File: config.mk
export PLATFORM = sky130hd
export DESIGN_NAME = serial_word_rx
export DESIGN_NICKNAME = d
export VERILOG_FILES = /design/src/rtl/logic_loom_pkg.sv /design/src/rtl/ll_bit_counter.sv /design/src/rtl/serial_word_rx.sv
export SDC_FILE = /design/constraint.sdc
export NUM_CORES = 1
export LEC_CHECK = 0
export ABC_AREA = 1
export CAP_MARGIN = 10
export CORE_AREA = 2 2 39 41
export CTS_CLUSTER_SIZE = 16
export DETAILED_ROUTE_END_ITERATION = 6
export DIE_AREA = 0 0 41 43
export GPL_TIMING_DRIVEN = 0
export PLACE_DENSITY = 0.74
export SLEW_MARGIN = 30
export SYNTH_ARGS = -nofsm -noshare
export SYNTH_HDL_FRONTEND = slang
export SYNTH_SLANG_ARGS = --single-unit
File: constraint.sdc
create_clock -name clk -period 2.3 [get_ports clk]
set_input_delay 0.46 -clock clk [delete_from_list [all_inputs] [get_ports clk]]
set_output_delay 0.46 -clock clk [all_outputs]
set_load 0.01 [all_outputs]
File: src/rtl/logic_loom_pkg.sv
// Shared types and constants for the logic_loom serial link blocks.
package logic_loom_pkg;

  // Default word width used by both ends of the serial link.
  localparam int LL_WORD_W = 4;

  // Occupancy of the one-entry holding register behind the accumulator.
  typedef enum logic {
    HS_EMPTY = 1'b0,
    HS_FULL  = 1'b1
  } ll_hold_state_t;

  // Counter width for a modulo-n count; never narrower than one bit.
  function automatic int ll_cnt_w(input int n);
    return (n > 1) ? $clog2(n) : 1;
  endfunction

endpackage

File: src/rtl/ll_bit_counter.sv
// Modulo-MOD bit counter with enable, soft clear and a last-position flag.
// Shared by the shift-in and shift-out ends of the serial link.
module ll_bit_counter
  import logic_loom_pkg::*;
#(
  parameter int MOD = LL_WORD_W,
  localparam int CW = ll_cnt_w(MOD)
) (
  input  logic          clk,
  input  logic          rst_n,
  input  logic          clr,
  input  logic          en,
  output logic [CW-1:0] cnt,
  output logic          last
);

  localparam logic [CW-1:0] LAST_VAL = CW'(MOD - 1);

  assign last = (cnt == LAST_VAL);

  // Count enabled cycles, wrapping explicitly so non-power-of-2 moduli work.
  always_ff @(posedge clk) begin
    if (!rst_n || clr) begin
      cnt <= '0;
    end else if (en) begin
      if (last) begin
        cnt <= '0;
      end else begin
        cnt <= cnt + CW'(1);
      end
    end
  end

endmodule

File: src/rtl/serial_word_rx.sv
// Serial-in, parallel-out word receiver: assembles MSB-first words one bit
// per shift strobe and hands them out through a one-entry valid/ready buffer.
module serial_word_rx
  import logic_loom_pkg::*;
#(
  parameter int WIDTH = LL_WORD_W
) (
  input  logic             clk,
  input  logic             rst_n,
  input  logic             din,
  input  logic             shift,
  input  logic             clr,
  output logic [WIDTH-1:0] dout,
  output logic             dout_valid,
  input  logic             dout_ready,
  output logic             busy,
  output logic             overrun
);

  localparam int CW = ll_cnt_w(WIDTH);

  // Only the WIDTH-1 bits received before the final one need storing; the
  // final bit comes straight from din on the completing cycle.
  logic [WIDTH-2:0] acc;
  logic [WIDTH-1:0] word;
  logic [CW-1:0]    cnt;
  logic             cnt_last;
  logic             complete;

  ll_hold_state_t   state_q;
  ll_hold_state_t   state_d;
  logic             load_word;
  logic             drop_word;

  ll_bit_counter #(
    .MOD (WIDTH)
  ) u_bit_counter (
    .clk   (clk),
    .rst_n (rst_n),
    .clr   (clr),
    .en    (shift),
    .cnt   (cnt),
    .last  (cnt_last)
  );

  assign word     = {acc, din};
  assign complete = shift && cnt_last;

  // Shift in one bit per strobe; empty the accumulator when a word completes.
  always_ff @(posedge clk) begin
    if (!rst_n || clr) begin
      acc <= '0;
    end else if (shift) begin
      if (cnt_last) begin
        acc <= '0;
      end else begin
        acc <= word[WIDTH-2:0];
      end
    end
  end

  // Holding-state register.
  always_ff @(posedge clk) begin
    if (!rst_n || clr) begin
      state_q <= HS_EMPTY;
    end else begin
      state_q <= state_d;
    end
  end

  // Decide whether a completed word is loaded or dropped, and track occupancy.
  always_comb begin
    state_d   = state_q;
    load_word = 1'b0;
    drop_word = 1'b0;
    unique case (state_q)
      HS_EMPTY: begin
        if (complete) begin
          load_word = 1'b1;
          state_d   = HS_FULL;
        end
      end
      HS_FULL: begin
        if (complete) begin
          if (dout_ready) begin
            load_word = 1'b1;
          end else begin
            drop_word = 1'b1;
          end
        end else if (dout_ready) begin
          state_d = HS_EMPTY;
        end
      end
      default: begin
        state_d = HS_EMPTY;
      end
    endcase
  end

  // Holding register; left stale after a transfer rather than cleared.
  always_ff @(posedge clk) begin
    if (!rst_n || clr) begin
      dout <= '0;
    end else if (load_word) begin
      dout <= word;
    end
  end

  // Sticky overrun flag, cleared only by reset or soft clear.
  always_ff @(posedge clk) begin
    if (!rst_n || clr) begin
      overrun <= 1'b0;
    end else if (drop_word) begin
      overrun <= 1'b1;
    end
  end

  assign dout_valid = (state_q == HS_FULL);
  assign busy       = (cnt != '0);

endmodule

; Yosys cells after proc, flatten, opt, wreduce, memory -nomap -nowiden
; Cells that the tools add are included.
[totals]
reg_bits = 11
in_bits = 6
output_inout_bits = 7
word_cells = 23
[op_classes]
addsub = 1
n_eq_ne = 1
mux = 11
bitwise_logic = 1
reduce_logical = 4
[ops]
columns = operator, count
row1 = 1-bit two-way mux, 7
row2 = 1-bit case mux with 2 select lines, 2
row3 = 3-bit two-way mux, 1
row4 = "2-bit by 1-bit adder with 2-bit output, second input constant", 1
row5 = "2-bit equality test, second input constant", 1
row6 = 2-bit two-way mux, 1
row7 = 2-bit nonzero test, 1
row8 = 1-bit logical AND, 1
row9 = 1-bit logical NOT, 1
row10 = 1-bit logical OR, 1
row11 = 1-bit NOT, 1

; Logic depth before layout (Yosys ltp)
; Gate-level depths: netlist (run 1).
[logic_depth]
ltp_word = 4
depth_mapped = 7
ltp_nobuf = 7

; Cells and area by module
; A second synthesis (run 1) with hierarchy kept.
[hier_totals]
hier_cells = 65
area_unflattened_um2 = 478.0
[by_module_without_submodules]
columns = mod, instances, cells_each, area_per_inst_um2, seq_area_each_um2
row1 = serial_word_rx, 1, 51, 376.6, 180.2
row2 = ll_bit_counter, 1, 14, 101.3, 40.0

; Least setup slack after synthesis (run 1)
; OpenSTA, ideal clock, no wires.
[synth_timing]
kind = register -> output
startpoint = reg u_bit_counter.cnt[0]
endpoint = out busy
arrival_time_ps = 679
required_time_ps = 1840
path_slack_ps = 1161
path_stages_with_launch = 4
n_path_buf = 0
path_cell_list = dfxtp_1 > inv_1 > ha_1 > inv_1
[synth_between]
elab_chain_cells = 1
[synth_rtl]
columns = element, line_no
row1 = start: declaration, ll_bit_counter.sv:13  ; output logic [CW-1:0] cnt,
row2 = start signal: assignment, ll_bit_counter.sv:29  ; cnt <= cnt + CW'(1);
row3 = 2-bit nonzero test, serial_word_rx.sv:119  ; assign busy = (cnt != '0);
row4 = end: declaration, serial_word_rx.sv:16  ; output logic busy,
; Every way passes these cells.

; Worst setup path in the final report (run 1)
; Same ends and word-level chain as after synthesis.

==> metrics.md, run 1 <==
| Metric | Value |
|---|---|
| Status | `complete, no violations` |
| Port-buffer cells | `12` |
| CP Capture Point | `busy` |
| CP dominant cell by count | `inv_1` |
| H-tree depth | `1` |
| Post-CTS setup buffers | `0` |
| IO Count | `13` |
| VDD IR max | `0.231 mV` |
| Synth cell count leaders | `inv_1 (14), nor2_1 (14), dfxtp_1 (11), nand2_1 (10), nand3_1 (8)` |
| Number of synthesized flops with an enable pin | `0` |
| Fin crit period | `1.95 ns` |
| WP depth | `4` |
| Pwr Density | `528 nW/um2` |
| Critical Path Start | `u_bit_counter.cnt[0]$_SDFFE_PP0P_` |
| GRT overflow | `0` |
| Post-Synth XOR/XNOR Area | `0%` |
| Reg2reg start | `u_bit_counter.cnt[0]$_SDFFE_PP0P_` |
| Reg-to-reg slack, setup | `1.14 ns` |
| Drc violations | `0` |
| Slowest stage cell, crit path | `clkdlybuf4s50_1` |
| Max-cap viol count | `0` |
| Clk sinks | `11` |
| FFs w/ async S/R, synth | `0%` |
| Largest net degree at the start of global routing | `8` |
| CP Launch Type | `flip-flop` |
| Vias per cell | `4.53` |
| Post_cts resized | `0` |
| Post-DRT Antenna Nets | `0` |
| DR vias | `471` |
| CTS root buffer | `clkbuf_4` |
| Final Hold Viols | `0` |
| # hold bufs at CTS | `0` |
| Max Clk Rate | `512 MHz` |
| Worst-path fanout max | `5` |
| Slew margin rel. | `74.9%` |
| Top post-synthesis cells by area | `dfxtp_1 (44%), inv_1 (10%), nor2_1 (10%)` |
| Core Box Area | `1380 um2` |
| Top FF cell, synth | `dfxtp_1` |
| Final period util | `85.0%` |
| RSZ-0062 raised after global routing | `no` |
| Clock insertion delay at the later pin of the skew report | `0.26 ns` |
| CTS Buf Count | `3` |
| Worst Tran Pin Value | `0.375 ns` |
| Cell class contributing the biggest share of worst-path delay | `buffers and inverters` |
| HPWL after DPL | `710 um` |
| TritonCTS clock tree | `done` |
| Slowest Stage Delay on Critical Path | `0.52 ns` |
| Layout cells sized above 1 | `5.68%` |
| Reg-to-reg endpoint | `dout[1]$_SDFFE_PP0P_` |
| Worst setup EP type | `primary output` |
| CP Class | `reg2out` |
| Detailed Route WL | `918 um` |
| Syn Area/Cell | `6.97 um2` |
| Compound-cell area share of the yosys netlist | `9.23%` |
| Synth Area in Simple Gates | `28.2%` |
| Area leader, netlist | `dfxtp_1` |
| Area growth, synth to finish | `33.2%` |
| Met3 usage | `3.14%` |
| GRT met1 Usage | `13.5%` |
| M2 GR Usage | `18.1%` |
| Drt wl/cell | `8.83 um` |
| Std cell rows | `14` |
| First-pass GRT wire length | `1.37 mm` |
| Library cells used by synthesis | `12` |
| Main combinational cell family by area after synthesis | `simple AND/OR/NAND/NOR gates` |
| Die H | `43 um` |
| Worst reg-to-reg path cell count | `6` |
| Synth Area in Adders | `7.48%` |
| Worst Clk Skew | `0.00187 ns` |
| 1st-iter DRT viols | `18` |
| Post-synthesis register bit count | `11` |
| Final net count | `98` |
| Mapped Nets | `81` |
| Initial antenna violation count | `0` |
| Worst path bufs/invs | `3` |
| Req. time, crit path | `1.84 ns` |
| Mux contribution to synthesized area | `0%` |
| Top cell type's share of synthesized area | `43.9%` |
| Setup TNS | `0 ns` |
| Die X | `41 um` |
| Gpl congestion | `0.771` |
| GRT Util Overall | `12.1%` |
| CTS Buffer Depth | `2` |
| Die ar. | `1760 um2` |
| Filler cells | `139` |
| Synth warn | `0` |
| Mapped Area | `502 um2` |
| Number of global-route vias before repair | `373` |
| Worst-path cell chain | `inv_1 -> ha_1 -> inv_1 -> clkdlybuf4s50_1` |
| Hold Slack | `0.470 ns` |
| Clock slew at reported path FFs | `0.07 ns` |
| Gate Count Post-Synth | `72` |
| Pleak | `0.311 nW` |
| Effective utilization at floorplan | `36.3%` |
| GR peak layer | `met2` |
| Critical path arrival | `1.49 ns` |
| Hold Path Class | `reg2reg` |
| # diodes | `0` |
| Slew Limit Fails | `0` |
| Register area share after synthesis | `43.9%` |
| Setup violators final | `0` |
| Drt first pass iters | `4` |
metal layers:
metal | up-vias | wire length, um
met4 | 0 | 11
li1 | 254 | -
met3 | 2 | 46
met2 | 14 | 433
met1 | 201 | 426
met5 | - | 0
worst min path at each step:
| stage | slack, ns | startpoint | end | depth (start not counted) |
|---|---|---|---|---|
| 3_5_place_dp | 0.46 | overrun$_SDFFE_PP0P_ | overrun$_SDFFE_PP0P_ | 2 |
| 5_1_grt | 0.51 | acc[2]$_SDFFE_PP0P_ | acc[2]$_SDFFE_PP0P_ | 2 |
| 2_1_floorplan | 0.45 | acc[2]$_SDFFE_PP0P_ | acc[2]$_SDFFE_PP0P_ | 2 |
| 3_3_place_gp | 0.46 | overrun$_SDFFE_PP0P_ | overrun$_SDFFE_PP0P_ | 2 |
| 4_1_cts | 0.47 | overrun$_SDFFE_PP0P_ | overrun$_SDFFE_PP0P_ | 2 |
| 6_report | 0.47 | overrun$_SDFFE_PP0P_ | overrun$_SDFFE_PP0P_ | 2 |
stage by stage:
step | setup slack, ns | cells | cell area [um2] | util, % | total power, mW
2_1_floorplan | 1.16 | 72 | 502 | - | 0.211
3_3_place_gp | 0.645 | 100 | 642 | 46.4 | 0.226
3_5_place_dp | 0.592 | 100 | 642 | 46.4 | 0.228
4_1_cts | 0.341 | 104 | 668 | 48.3 | 0.356
5_1_grt | 0.259 | 104 | 668 | 48.3 | 0.369
6_report | 0.345 | 104 | 668 | 48.3 | 0.353
power by group:
part / switching (mW) / total [mW] / internal (mW)
Sequential: 0.00221 / 0.195 / 0.193
Combinational: 0.0139 / 0.0281 / 0.0143
Clock: 0.0626 / 0.130 / 0.0671
area by class of cell:
type,count,area [um2],area share (%)
clock buffers,4,26.3,3.93
inverters,15,56.3,8.43
multi-input cells,46,225,33.7
flip-flops and latches,11,220,33.0
well taps,16,20.0,3.00
repair buffers,12,120,18.0
placed cells by master, fill, tap and decap left out:
cell type	Yosys	final
dfxtp_1	11	11
nand3_1	8	8
nand2_2	1	1
nor3_1	1	1
a31oi_1	1	1
ha_1	3	3
clkbuf_1	0	1
nor2_1	14	14
inv_1	14	14
inv_2	1	1
clkdlybuf4s50_1	0	12
a21oi_1	6	6
nand2_1	10	10
o21ai_0	2	2
clkbuf_4	0	3
sequential cells by signal, summed over array words and instances, names as in the netlist:
signal / count
dout_valid: 1
acc: 3
u_bit_counter.cnt: 2
overrun: 1
dout: 4
worst register-to-register path, cell delays in order, from the launching register on:
cell,delay [ns]
dfxtp_1,0.35
ha_1,0.22
nand2_1,0.10
nor2_1,0.06
nor2_1,0.20
nor2_1,0.07
nor2_1,0.10
cells by family (layout without fill, tap and decap cells):
kind of cell    count (synthesis)  after routing
flops                          11             11
fa+ha+maj                       3              3
buf+inv                        15             31
compound gates                  9              9
simple gates                   34             34
Note: power is estimated with default switching activity, not from simulation.
==> inputs of run 2 (changes only) <==
- clock period: 2.3 -> 1.8 ns (I/O delays scaled with it)
==> run 2 against run 1 <==
Effect of this change: first-iteration DRC count unchanged; worst hold slack about the same; clock skew about the same; setup slack got worse by 0.15 ns; design area unchanged; wire length decreased by 0.11%; largest cell class unchanged.
==> metrics.md, run 2 (synthesis results as in run 1) <==
| Metric | Value |
|---|---|
| Worst Tran Pin Value | `0.376 ns (was 0.375 ns)` |
| # hold bufs at CTS | `0 (unchanged)` |
| Cell class contributing the biggest share of worst-path delay | `buffers and inverters (unchanged)` |
| Worst-path fanout max | `6 (was 5)` |
| Req. time, crit path | `1.44 ns (was 1.84 ns)` |
| Final period util | `88.9%` |
| CTS root buffer | `clkbuf_4 (unchanged)` |
| Initial antenna violation count | `0 (unchanged)` |
| Drc violations | `0 (unchanged)` |
| Slowest Stage Delay on Critical Path | `0.56 ns (was 0.52 ns)` |
| Critical path arrival | `1.24 ns (was 1.49 ns)` |
| IO Count | `13 (unchanged)` |
| Drt first pass iters | `4 (unchanged)` |
| GRT Util Overall | `12.1% (unchanged)` |
| Max Clk Rate | `625 MHz` |
| Clk sinks | `11 (unchanged)` |
| CTS Buf Count | `3 (unchanged)` |
| DR vias | `471 (unchanged)` |
| Pleak | `0.315 nW (was 0.311 nW)` |
| Die X | `41 um (unchanged)` |
| Largest reg by FF count | `dout (unchanged)` |
| Area growth, synth to finish | `33.2% (unchanged)` |
| VDD IR max | `0.317 mV (was 0.231 mV)` |
| Effective utilization at floorplan | `36.3% (unchanged)` |
| Die ar. | `1760 um2 (unchanged)` |
| 1st-iter DRT viols | `18 (unchanged)` |
| Clock insertion delay at the later pin of the skew report | `0.26 ns (about the same)` |
| Final net count | `98 (unchanged)` |
| Die H | `43 um (unchanged)` |
| Worst path bufs/invs | `1 (was 3)` |
| Worst setup EP type | `primary output (unchanged)` |
| Slew Limit Fails | `0 (unchanged)` |
| Core Box Area | `1380 um2 (unchanged)` |
| Final Core Density | `48.3% (unchanged)` |
| Slew margin rel. | `74.9% (about the same)` |
| CP Launch Type | `flip-flop (unchanged)` |
| Gpl congestion | `0.771 (unchanged)` |
| Worst-path cell chain | `clkdlybuf4s50_1 (was inv_1 -> ha_1 -> inv_1 -> clkdlybuf4s50_1)` |
| # diodes | `0 (unchanged)` |
| First-pass GRT wire length | `1.37 mm (unchanged)` |
| Detailed Route WL | `917 um (was 918 um)` |
| H-tree depth | `1 (unchanged)` |
| Drt wl/cell | `8.82 um (was 8.83 um)` |
| Hold Path Class | `reg2reg (unchanged)` |
| CP Class | `reg2out (unchanged)` |
| Max reg flops | `4 (unchanged)` |
| Std cell rows | `14 (unchanged)` |
| Largest registers | `dout x4, acc x3, u_bit_counter.cnt x2 (unchanged)` |
| Post-CTS setup buffers | `0 (unchanged)` |
| RSZ-0062 raised after global routing | `no (unchanged)` |
| Pwr Density | `673 nW/um2 (was 528 nW/um2)` |
| Fin crit period | `1.60 ns` |
| Vias per cell | `4.53 (unchanged)` |
| Layout cells sized above 1 | `6.82% (was 5.68%)` |
| HPWL after DPL | `710 um (unchanged)` |
| Clock slew at reported path FFs | `0.07 ns (about the same)` |
| Slowest stage cell, crit path | `clkdlybuf4s50_1 (unchanged)` |
| Setup TNS | `0 ns (unchanged)` |
| Commonest cells after routing, fill and taps aside | `inv_1 (14), nor2_1 (14), clkdlybuf4s50_1 (11) (was inv_1 (14), nor2_1 (14), clkdlybuf4s50_1 (12))` |
| Setup violators final | `0 (unchanged)` |
| Final Hold Viols | `0 (unchanged)` |
| Number of global-route vias before repair | `373 (unchanged)` |
| Worst Clk Skew | `0.00211 ns (was 0.00187 ns)` |
| Post-DRT Antenna Nets | `0 (unchanged)` |
| Power Total | `450 uW (was 353 uW)` |
| GRT overflow | `0 (unchanged)` |
| Port-buffer cells | `12 (unchanged)` |
| Status | `complete, no violations (unchanged)` |
| TritonCTS clock tree | `done (unchanged)` |
| Max-cap viol count | `0 (unchanged)` |
| Largest net degree at the start of global routing | `8 (unchanged)` |
| CTS Buffer Depth | `2 (unchanged)` |
==> run 2: cell count changes in the layout (fill, tap and decap cells not counted) <==
cell             before  now
clkdlybuf4s50_1      12   11
dfxtp_1              11   10
dfxtp_2               0    1
dlygate4sd2_1         0    1
==> run 2: power by group <==
| part | switching, mW | internal [mW] | leakage (nW) |
|---|---|---|---|
| Clock | 0.0802 | 0.0857 | 0.0150 |
| Combinational | 0.0176 | 0.0171 | 0.210 |
| Sequential | 0.00282 | 0.247 | 0.0893 |
==> run 2: final timing paths <==
| check | start | slack [ns] | depth (start not counted) | endpoint |
|---|---|---|---|---|
| max | dout_valid$_SDFF_PP0_ | 0.20 | 1 | dout_valid |
| min | overrun$_SDFFE_PP0P_ | 0.47 | 2 | overrun$_SDFFE_PP0P_ |
| max reg2reg | u_bit_counter.cnt[0]$_SDFFE_PP0P_ | 0.66 | 6 | dout[1]$_SDFFE_PP0P_ |
| min reg2reg | overrun$_SDFFE_PP0P_ | 0.47 | 2 | overrun$_SDFFE_PP0P_ |
==> run 2: through the flow <==
step	setup slack (ns)	cells	hold slack [ns]	area, um2
floorplan	0.761	72	0.445	502
global placement	0.245	100	0.456	642
detailed placement	0.192	100	0.462	642
CTS	0.201	104	0.474	668
global route	0.153	104	0.510	668
finish	0.200	104	0.470	668
==> run 2: cell type report <==
class,instances,area [um2]
fill,139,716
tap,16,20.0
inverter,15,56.3
clock buffer,4,26.3
multi-input combinational,46,225
sequential,11,221
timing repair buffer,12,119
==> run 2: per-layer routing <==
metal	routed length [um]	global-route usage [%]
met5	0	0
met4	11	10.0
met3	46	3.14
met2	433	18.1
met1	426	13.5
==> run 2: repair_timing <==
item	CTS	global route
endpoints found under the setup margin	1	0
hold endpoints to repair	0	0
gates resized for setup	2	0
